### src/rtl/fir_sequencer.sv
// Control front-end for the adaptive-coefficient FIR: setup hold-off, coefficient
// collection and back-to-back push, then gap-free sample streaming from a small FIFO.
module fir_sequencer #(
    parameter int unsigned X_N_SIZE     = 8,
    parameter int unsigned TAP_SIZE     = 6,
    parameter int unsigned NBR_OF_TAPS  = 3,
    parameter int unsigned SETUP_CYCLES = 4,
    parameter int unsigned GUARD_CYCLES = 2,
    parameter int unsigned FIFO_DEPTH   = 4,
    parameter int unsigned IDLE_TIMEOUT = 15
) (
    input  logic                clk,
    input  logic                reset,
    input  logic [TAP_SIZE-1:0] coef_in,
    input  logic                coef_valid,
    output logic                coef_ready,
    input  logic [X_N_SIZE-1:0] smp_in,
    input  logic                smp_valid,
    output logic                smp_ready,
    output logic [X_N_SIZE-1:0] fir_x_n,
    output logic                fir_tvalid,
    output logic                fir_set_coeffs,
    output logic                coeffs_loaded,
    output logic                busy
);
    localparam int unsigned AW  = $clog2(FIFO_DEPTH);
    localparam int unsigned M1  = (SETUP_CYCLES > GUARD_CYCLES) ? SETUP_CYCLES : GUARD_CYCLES;
    localparam int unsigned M2  = (M1 > NBR_OF_TAPS) ? M1 : NBR_OF_TAPS;
    localparam int unsigned CW  = $clog2(M2 + 1);
    localparam int unsigned IW  = $clog2(IDLE_TIMEOUT + 1);
    localparam int unsigned TW  = (NBR_OF_TAPS > 1) ? $clog2(NBR_OF_TAPS) : 1;
    localparam logic [CW-1:0] CNT_ONE  = CW'(1);
    localparam logic [IW-1:0] IDLE_ONE = IW'(1);
    localparam logic [AW:0]   PTR_ONE  = (AW + 1)'(1);

    typedef enum logic [2:0] {INIT, IDLE, COLLECT, PUSH, GUARD, STREAM, DRAIN} state_t;

    state_t              state;
    logic [CW-1:0]       cnt;
    logic [IW-1:0]       idle_cnt;
    logic [TAP_SIZE-1:0] slots [NBR_OF_TAPS];
    logic [X_N_SIZE-1:0] mem   [FIFO_DEPTH];
    logic [AW:0]         wptr, rptr, wptr_q;
    logic                full, empty, push, pop, timed_out;
    logic [TW-1:0]       tap_idx;

    // Emptiness is judged against a one-cycle-old copy of the write pointer, so a fresh
    // entry only becomes poppable on the second edge after it was written.
    always_comb begin
        full       = (wptr[AW] != rptr[AW]) && (wptr[AW-1:0] == rptr[AW-1:0]);
        empty      = (rptr == wptr_q);
        timed_out  = (idle_cnt == IW'(IDLE_TIMEOUT));
        coef_ready = (state == IDLE) || (state == COLLECT);
        smp_ready  = (((state == IDLE) && coeffs_loaded) || (state == STREAM))
                     && !full && !coef_valid;
        busy       = (state != IDLE);
        push       = smp_valid && smp_ready;
        pop        = !empty && (((state == STREAM) && !timed_out) || (state == DRAIN));
        tap_idx    = cnt[TW-1:0];
    end

    always_ff @(posedge clk) begin
        if (reset) begin
            wptr   <= '0;
            rptr   <= '0;
            wptr_q <= '0;
        end else begin
            wptr_q <= wptr;
            if (push) wptr <= wptr + PTR_ONE;
            if (pop)  rptr <= rptr + PTR_ONE;
        end
    end

    always_ff @(posedge clk) begin
        if (push) mem[wptr[AW-1:0]] <= smp_in;
    end

    always_ff @(posedge clk) begin
        if (reset) begin
            state          <= INIT;
            cnt            <= '0;
            idle_cnt       <= '0;
            fir_x_n        <= '0;
            fir_tvalid     <= 1'b0;
            fir_set_coeffs <= 1'b0;
            coeffs_loaded  <= 1'b0;
            for (int unsigned i = 0; i < NBR_OF_TAPS; i++) slots[i] <= '0;
        end else begin
            fir_x_n        <= '0;
            fir_tvalid     <= 1'b0;
            fir_set_coeffs <= 1'b0;
            case (state)
                INIT: begin
                    if (cnt == CW'(SETUP_CYCLES - 1)) begin
                        state <= IDLE;
                        cnt   <= '0;
                    end else cnt <= cnt + CNT_ONE;
                end
                IDLE: begin
                    idle_cnt <= '0;
                    if (coef_valid) begin
                        slots[0] <= coef_in;
                        if (NBR_OF_TAPS == 1) begin
                            state <= PUSH;
                            cnt   <= '0;
                        end else begin
                            state <= COLLECT;
                            cnt   <= CNT_ONE;
                        end
                    end else if (coeffs_loaded && !empty) state <= STREAM;
                end
                COLLECT: begin
                    if (coef_valid) begin
                        slots[tap_idx] <= coef_in;
                        if (cnt == CW'(NBR_OF_TAPS - 1)) begin
                            state <= PUSH;
                            cnt   <= '0;
                        end else cnt <= cnt + CNT_ONE;
                    end
                end
                PUSH: begin
                    fir_set_coeffs <= 1'b1;
                    fir_x_n        <= X_N_SIZE'($signed(slots[tap_idx]));
                    if (cnt == CW'(NBR_OF_TAPS - 1)) begin
                        state <= GUARD;
                        cnt   <= '0;
                    end else cnt <= cnt + CNT_ONE;
                end
                GUARD: begin
                    if (cnt == CW'(GUARD_CYCLES - 1)) begin
                        state         <= IDLE;
                        cnt           <= '0;
                        coeffs_loaded <= 1'b1;
                    end else cnt <= cnt + CNT_ONE;
                end
                STREAM: begin
                    if (timed_out) state <= IDLE;
                    else begin
                        fir_tvalid <= 1'b1;
                        if (pop) begin
                            fir_x_n  <= mem[rptr[AW-1:0]];
                            idle_cnt <= '0;
                        end else idle_cnt <= idle_cnt + IDLE_ONE;
                        if (coef_valid) state <= DRAIN;
                    end
                end
                DRAIN: begin
                    if (pop) begin
                        fir_tvalid <= 1'b1;
                        fir_x_n    <= mem[rptr[AW-1:0]];
                    end else state <= IDLE;
                end
                default: state <= INIT;
            endcase
        end
    end
endmodule
### config.mk
export PLATFORM = sky130hd
export DESIGN_NAME = fir_sequencer
export DESIGN_NICKNAME = d
export VERILOG_FILES = /design/src/rtl/fir_sequencer.sv
export SDC_FILE = /design/constraint.sdc
export NUM_CORES = 1
export LEC_CHECK = 0
export CORE_UTILIZATION = 40
export CTS_BUF_LIST = sky130_fd_sc_hd__clkbuf_2 sky130_fd_sc_hd__clkbuf_4 sky130_fd_sc_hd__clkbuf_8
export DETAILED_ROUTE_END_ITERATION = 8
export GPL_ROUTABILITY_DRIVEN = 1
export PLACE_DENSITY = 0.62
export SLEW_MARGIN = 20
export SYNTH_ARGS = -nofsm -noshare
export SYNTH_HDL_FRONTEND = slang
export SYNTH_SLANG_ARGS = --single-unit
### constraint.sdc
create_clock -name clk -period 2.3 [get_ports clk]
set_clock_uncertainty 0.15 [all_clocks]
set_input_delay 0.575 -clock clk [delete_from_list [all_inputs] [get_ports clk]]
set_output_delay 0.575 -clock clk [all_outputs]
set_load 0.02 [all_outputs]
Word level (Yosys, flattened, before mapping). Memory sizes are Yosys's and may differ from the RTL's. A register that Yosys moved wholly into a read port is not among the register bits. Index checks and enable logic that the tools add are counted.

Add/sub/neg operators: 4. Equal/unequal tests: 24. Muxes and demuxes: 46. Bitwise gates (word level): 1. Reductions and logical operators: 23.

Operators with widths (number): $mux W3 (15); $pmux W8 S3 (1); $pmux W3 S7 (1); $mux W8 (2); $mux W1 (15); $pmux W3 S5 (1); $ne A2 B2 Y1 const B (7); $eq A3 B2 Y1 const B (4); $mux W6 (2); $mux W2 (5); $add A3 B1 Y3 const B (3); $eq A3 B3 Y1 const B (3); $logic_and A1 B1 Y1 (8); $mux W4 (2); $pmux W4 S2 (1); $reduce_and A8 Y1 (1); $eq A3 B1 Y1 const B (2); $reduce_or A6 Y1 (1); $reduce_bool A5 Y1 (1); $add A4 B1 Y4 const B (1); $eq A4 B4 Y1 const B (1); $logic_not A1 Y1 (4); $reduce_and A2 Y1 (2); $eq A3 B3 Y1 (1); other kinds (12) (14).

Bits in registers: 30. RAM bits: 50. Logic and storage cells: 110. Memories kept: 2.

Memory list: mem (depth 4, width 8, read ports 1, clocked after memory_dff 1, wr ports 1, RTL line 42) `logic [X_N_SIZE-1:0] mem [FIFO_DEPTH];`; slots (depth 3, width 6, read ports 1, clocked after memory_dff 1, wr ports 3, RTL line 41) `logic [TAP_SIZE-1:0] slots [NBR_OF_TAPS];`.

Depth between registers and ports, before layout.
Depth in word-level cells: 8. Mapped depth: 7. Depth with buffers taken out: 7.

Worst setup path before layout. Ideal clock, no wire load.

Path kind: in2reg. From: input coef_valid. To: memory mem[0][0] (enable). Library setup time: 0.332 ns. Arrival time: 1.811 ns. Data required time: 1.818 ns. Setup slack: 0.007 ns. Stages on the path: 3. Buffers on the path: 0. Cells stage by stage: or3b_4 a311oi_4 and3_1.

Word-level cells in the longest chain between the ends: 5.

RTL lines: start: declaration (RTL line 15) `input logic coef_valid,`; $logic_not A1 Y1 (RTL line 55) `&& !full && !coef_valid;`; $logic_and A1 B1 Y1 (RTL line 55); named net smp_ready (RTL line 19) `output logic smp_ready,`; $logic_and A1 B1 Y1 (RTL line 57) `push = smp_valid && smp_ready;`; $mux W1 (RTL line 75) `if (push) mem[wptr[AW-1:0]] <= smp_in;`; $mux W1 (implied by the code) (RTL line 75); end: declaration (RTL line 42).

The timed path passes the listed nets, and every way through them passes these cells.

Final worst setup path.
From: input coef_valid. To: output smp_ready.

Word-level cells in the longest chain between the ends: 2.

RTL lines (RTL line): $logic_not A1 Y1 (55); $logic_and A1 B1 Y1 (55); end: declaration (19).

Every way passes these cells.

==> flow_metrics.env <==
export IMPL_status="finished, final reports clean"
export IMPL_synthAdderAreaFrac_pct=3.56
export IMPL_rsz0062_at_grt="yes"
export IMPL_synthTopCellsByCount="edfxtp_1, dfxtp_1, nor2_1, and2_1, a21oi_1"
export IMPL_synth_avg_cell_area_sq_um=13.3
export IMPL_synth_edff_count=56
export IMPL_min_path_type="reg2reg"
export IMPL_grt_overflow_total=0
export IMPL_setup_tns_ns=0
export IMPL_hold_viol_final=0
export IMPL_required_ns=1.57
export IMPL_power_density_nw_per_um2=766
export IMPL_crit_path_start_kind="input pin"
export IMPL_wl_um=7400
export IMPL_hold_ws_ns=0.375
export IMPL_area_growth_pct=22.2
export IMPL_die_h_um=100
export IMPL_num_nets_final=377
export IMPL_async_reset_ff_share_pct=0
export IMPL_clkTransAtPathRegs_ns=0.09
export IMPL_p_leak_uw=0.00170
export IMPL_grt_pass1_wl_um=12200
export IMPL_gp_congestion=0.755
export IMPL_num_antenna_cells=0
export IMPL_drt_pass1_iterations=4
export IMPL_setup_violations=0
export IMPL_grt_pass1_vias=2394
export IMPL_synth_cells=290
export IMPL_synthTopCellsByArea="edfxtp_1, dfxtp_1, mux4_2"
export IMPL_die_w_um=100
export IMPL_ant_nets=0
export IMPL_syn_nets=319
export IMPL_final_seq_area_sq_um=2360
export IMPL_n_fill_cell=808
export IMPL_place_hpwl_um=5310
export IMPL_relSlewSlack_pct=68.5
export IMPL_antenna_found_initial=0
export IMPL_coreArea_sq_um=9330
export IMPL_path_class="in2out"
export IMPL_port_buffers=31
export IMPL_grt_max_degree=28
export IMPL_muxShareOfSynthArea_pct=9.18
export IMPL_dr_total_vias=2377
export IMPL_synth_xor_area_share_pct=2.26
export IMPL_endpoint_kind="primary output"
export IMPL_start_util_pct=41.5
export IMPL_cts_sinks=90
export IMPL_clk_path_buf_depth=2
export IMPL_cpMaxStageDelayCell="or3b_4"
export IMPL_syn_area_sq_um=3870
export IMPL_cts_buffers=9
export IMPL_synth_top_cell_area_share_pct=43.5
export IMPL_cts_tree="yes"
export IMPL_slew_viol_final=0
export IMPL_drt_wirelength_per_cell_um=15.4
export IMPL_cpLargestDelayFamily="simple AND/OR/NAND/NOR gates"
export IMPL_crit_fanout=2
export IMPL_fmax_mhz=440
export IMPL_synth_largest_area_cell="edfxtp_1"
export IMPL_placed_cell_area_sq_um=4540
export IMPL_ys_types=47
export IMPL_drv_cap=0
export IMPL_yosys_register_bits=90
export IMPL_vdd_drop_max_uv=417
export IMPL_synth_compound_area_share_pct=8.37
export IMPL_io_pin_count=32
export IMPL_die_area_sq_um=10100
export IMPL_cts_root_buf="clkbuf_8"
export IMPL_rows=35
export IMPL_drt_iter0_drc=78
export IMPL_vias_per_cell=4.93
export IMPL_path_cells="buf_2 > or3b_4 > a311oi_4 > buf_6"
export IMPL_yosys_area_share_simple_pct=13.3
export IMPL_cp_data_arrival_time_ns=1.55
export IMPL_stdcell_area_sq_um=4730
export IMPL_period_share_pct=98.8
export IMPL_period_minus_slack_ns=2.27
export IMPL_total_power_uw=3630
export IMPL_drive_gt1_share_pct=20.7
export IMPL_synth_top_family_by_area="simple AND/OR/NAND/NOR gates"
export IMPL_synth_warnings=0
export IMPL_grt_util_all_layers_pct=16.3
export IMPL_path_buf_inv=2
export IMPL_drc=0
export IMPL_multi_input_area_sq_um=1430
export IMPL_tightestPinTransition_ns=0.471
export IMPL_yosysMostFrequentCell="edfxtp_1"
export IMPL_htree_levels=3
export IMPL_ys_flop_type="edfxtp_1"
export IMPL_max_stage_delay_ns=0.41
export IMPL_ys_seq_area_share_pct=61.0
export IMPL_worstSkewPairLatency_ns=0.36
-- layout make-up --
cell class                      count  area share [%]
Clock buffer                        9            2.62
Clock inverter                      7            1.27
Inverter                           10           0.794
Multi-Input combinational cell    178            30.2
Sequential cell                    90            50.0
Tap cell                          129            3.41
Timing Repair Buffer               59            11.8
-- stage by stage --
stage | worst slack, ns | std cells | utilization [%]
finish | 0.0268 | 482 | 50.7
global route | -0.0139 | 482 | 50.7
CTS | 0.00191 | 482 | 50.7
detailed placement | -0.878 | 465 | 48.7
global placement | -0.892 | 465 | 48.7
floorplan | 0.00732 | 290 | -
-- worst reg2reg max path, delay by kind of cell (launching register included) --
kind                   cells  cell delay, ns
AOI/OAI and AO/OA          1            0.28
buffers and inverters      3            0.42
DFF                        1            0.33
and+or+nand+nor            2            0.61
-- registers in the layout, indices dropped and copies added (netlist names), named ones only --
register,flops
fir_x_n,8
wptr,3
fir_set_coeffs,1
slots,24
fir_tvalid,1
state,3
wptr_q,3
coeffs_loaded,1
mem,32
rptr,3
idle_cnt,4
cnt,3
-- layer usage --
| layer | vias up | track usage [%] | share of wire, % |
|---|---|---|---|
| li1 | 1193 | - | - |
| met1 | 1134 | 21.7 | 48 |
| met2 | 41 | 26.5 | 48 |
| met3 | 9 | 3.13 | 3.1 |
| met4 | 0 | 5.69 | 1.3 |
| met5 | - | 0 | 0 |
-- where the power goes --
group,switching (uW),internal [uW],total (uW)
Sequential,69.2,1800,1860
Combinational,385,356,741
Clock,607,413,1020
-- path summary, 6_finish.rpt --
path                    start     endpoint  slack, ns  depth (start not counted)
hold / removal    idle_cnt[3]  idle_cnt[3]       0.38                          2
setup / recovery   coef_valid    smp_ready       0.03                          4
setup reg to reg     state[0]    mem[1][7]       0.23                          6
hold reg to reg   idle_cnt[3]  idle_cnt[3]       0.38                          2
-- cells by family (layout without fill, tap and decap cells) --
group | Yosys count | count (layout)
compound gates | 45 | 45
buf+inv | 22 | 85
xor+xnor | 10 | 10
fa+ha+maj | 11 | 11
flops | 90 | 90
simple gates | 94 | 94
mux | 18 | 18
-- timing repair --
action	4_1_cts	5_1_grt
buffers inserted	1	0
pin swaps	2	0
gates cloned	0	0
hold endpoints to repair	0	0
hold buffers	0	0
endpoints found under the setup margin	36	2
resized for setup	17	2
-- cells in the final DEF, fill, tap and decap left out, types with 7 or more instances in the layout --
| cell | netlist | layout |
|---|---|---|
| clkdlybuf4s50_1 | 0 | 27 |
| dfxtp_1 | 34 | 33 |
| a21oi_1 | 16 | 16 |
| and2_1 | 19 | 19 |
| mux4_2 | 14 | 14 |
| xnor2_1 | 8 | 8 |
| buf_4 | 0 | 24 |
| clkbuf_8 | 0 | 9 |
| edfxtp_1 | 56 | 56 |
| ha_1 | 11 | 11 |
| nand2_1 | 7 | 7 |
| inv_1 | 10 | 10 |
| nor2b_1 | 8 | 8 |
| nor2_1 | 25 | 25 |
No activity file was read; power rests on OpenSTA's default activity.
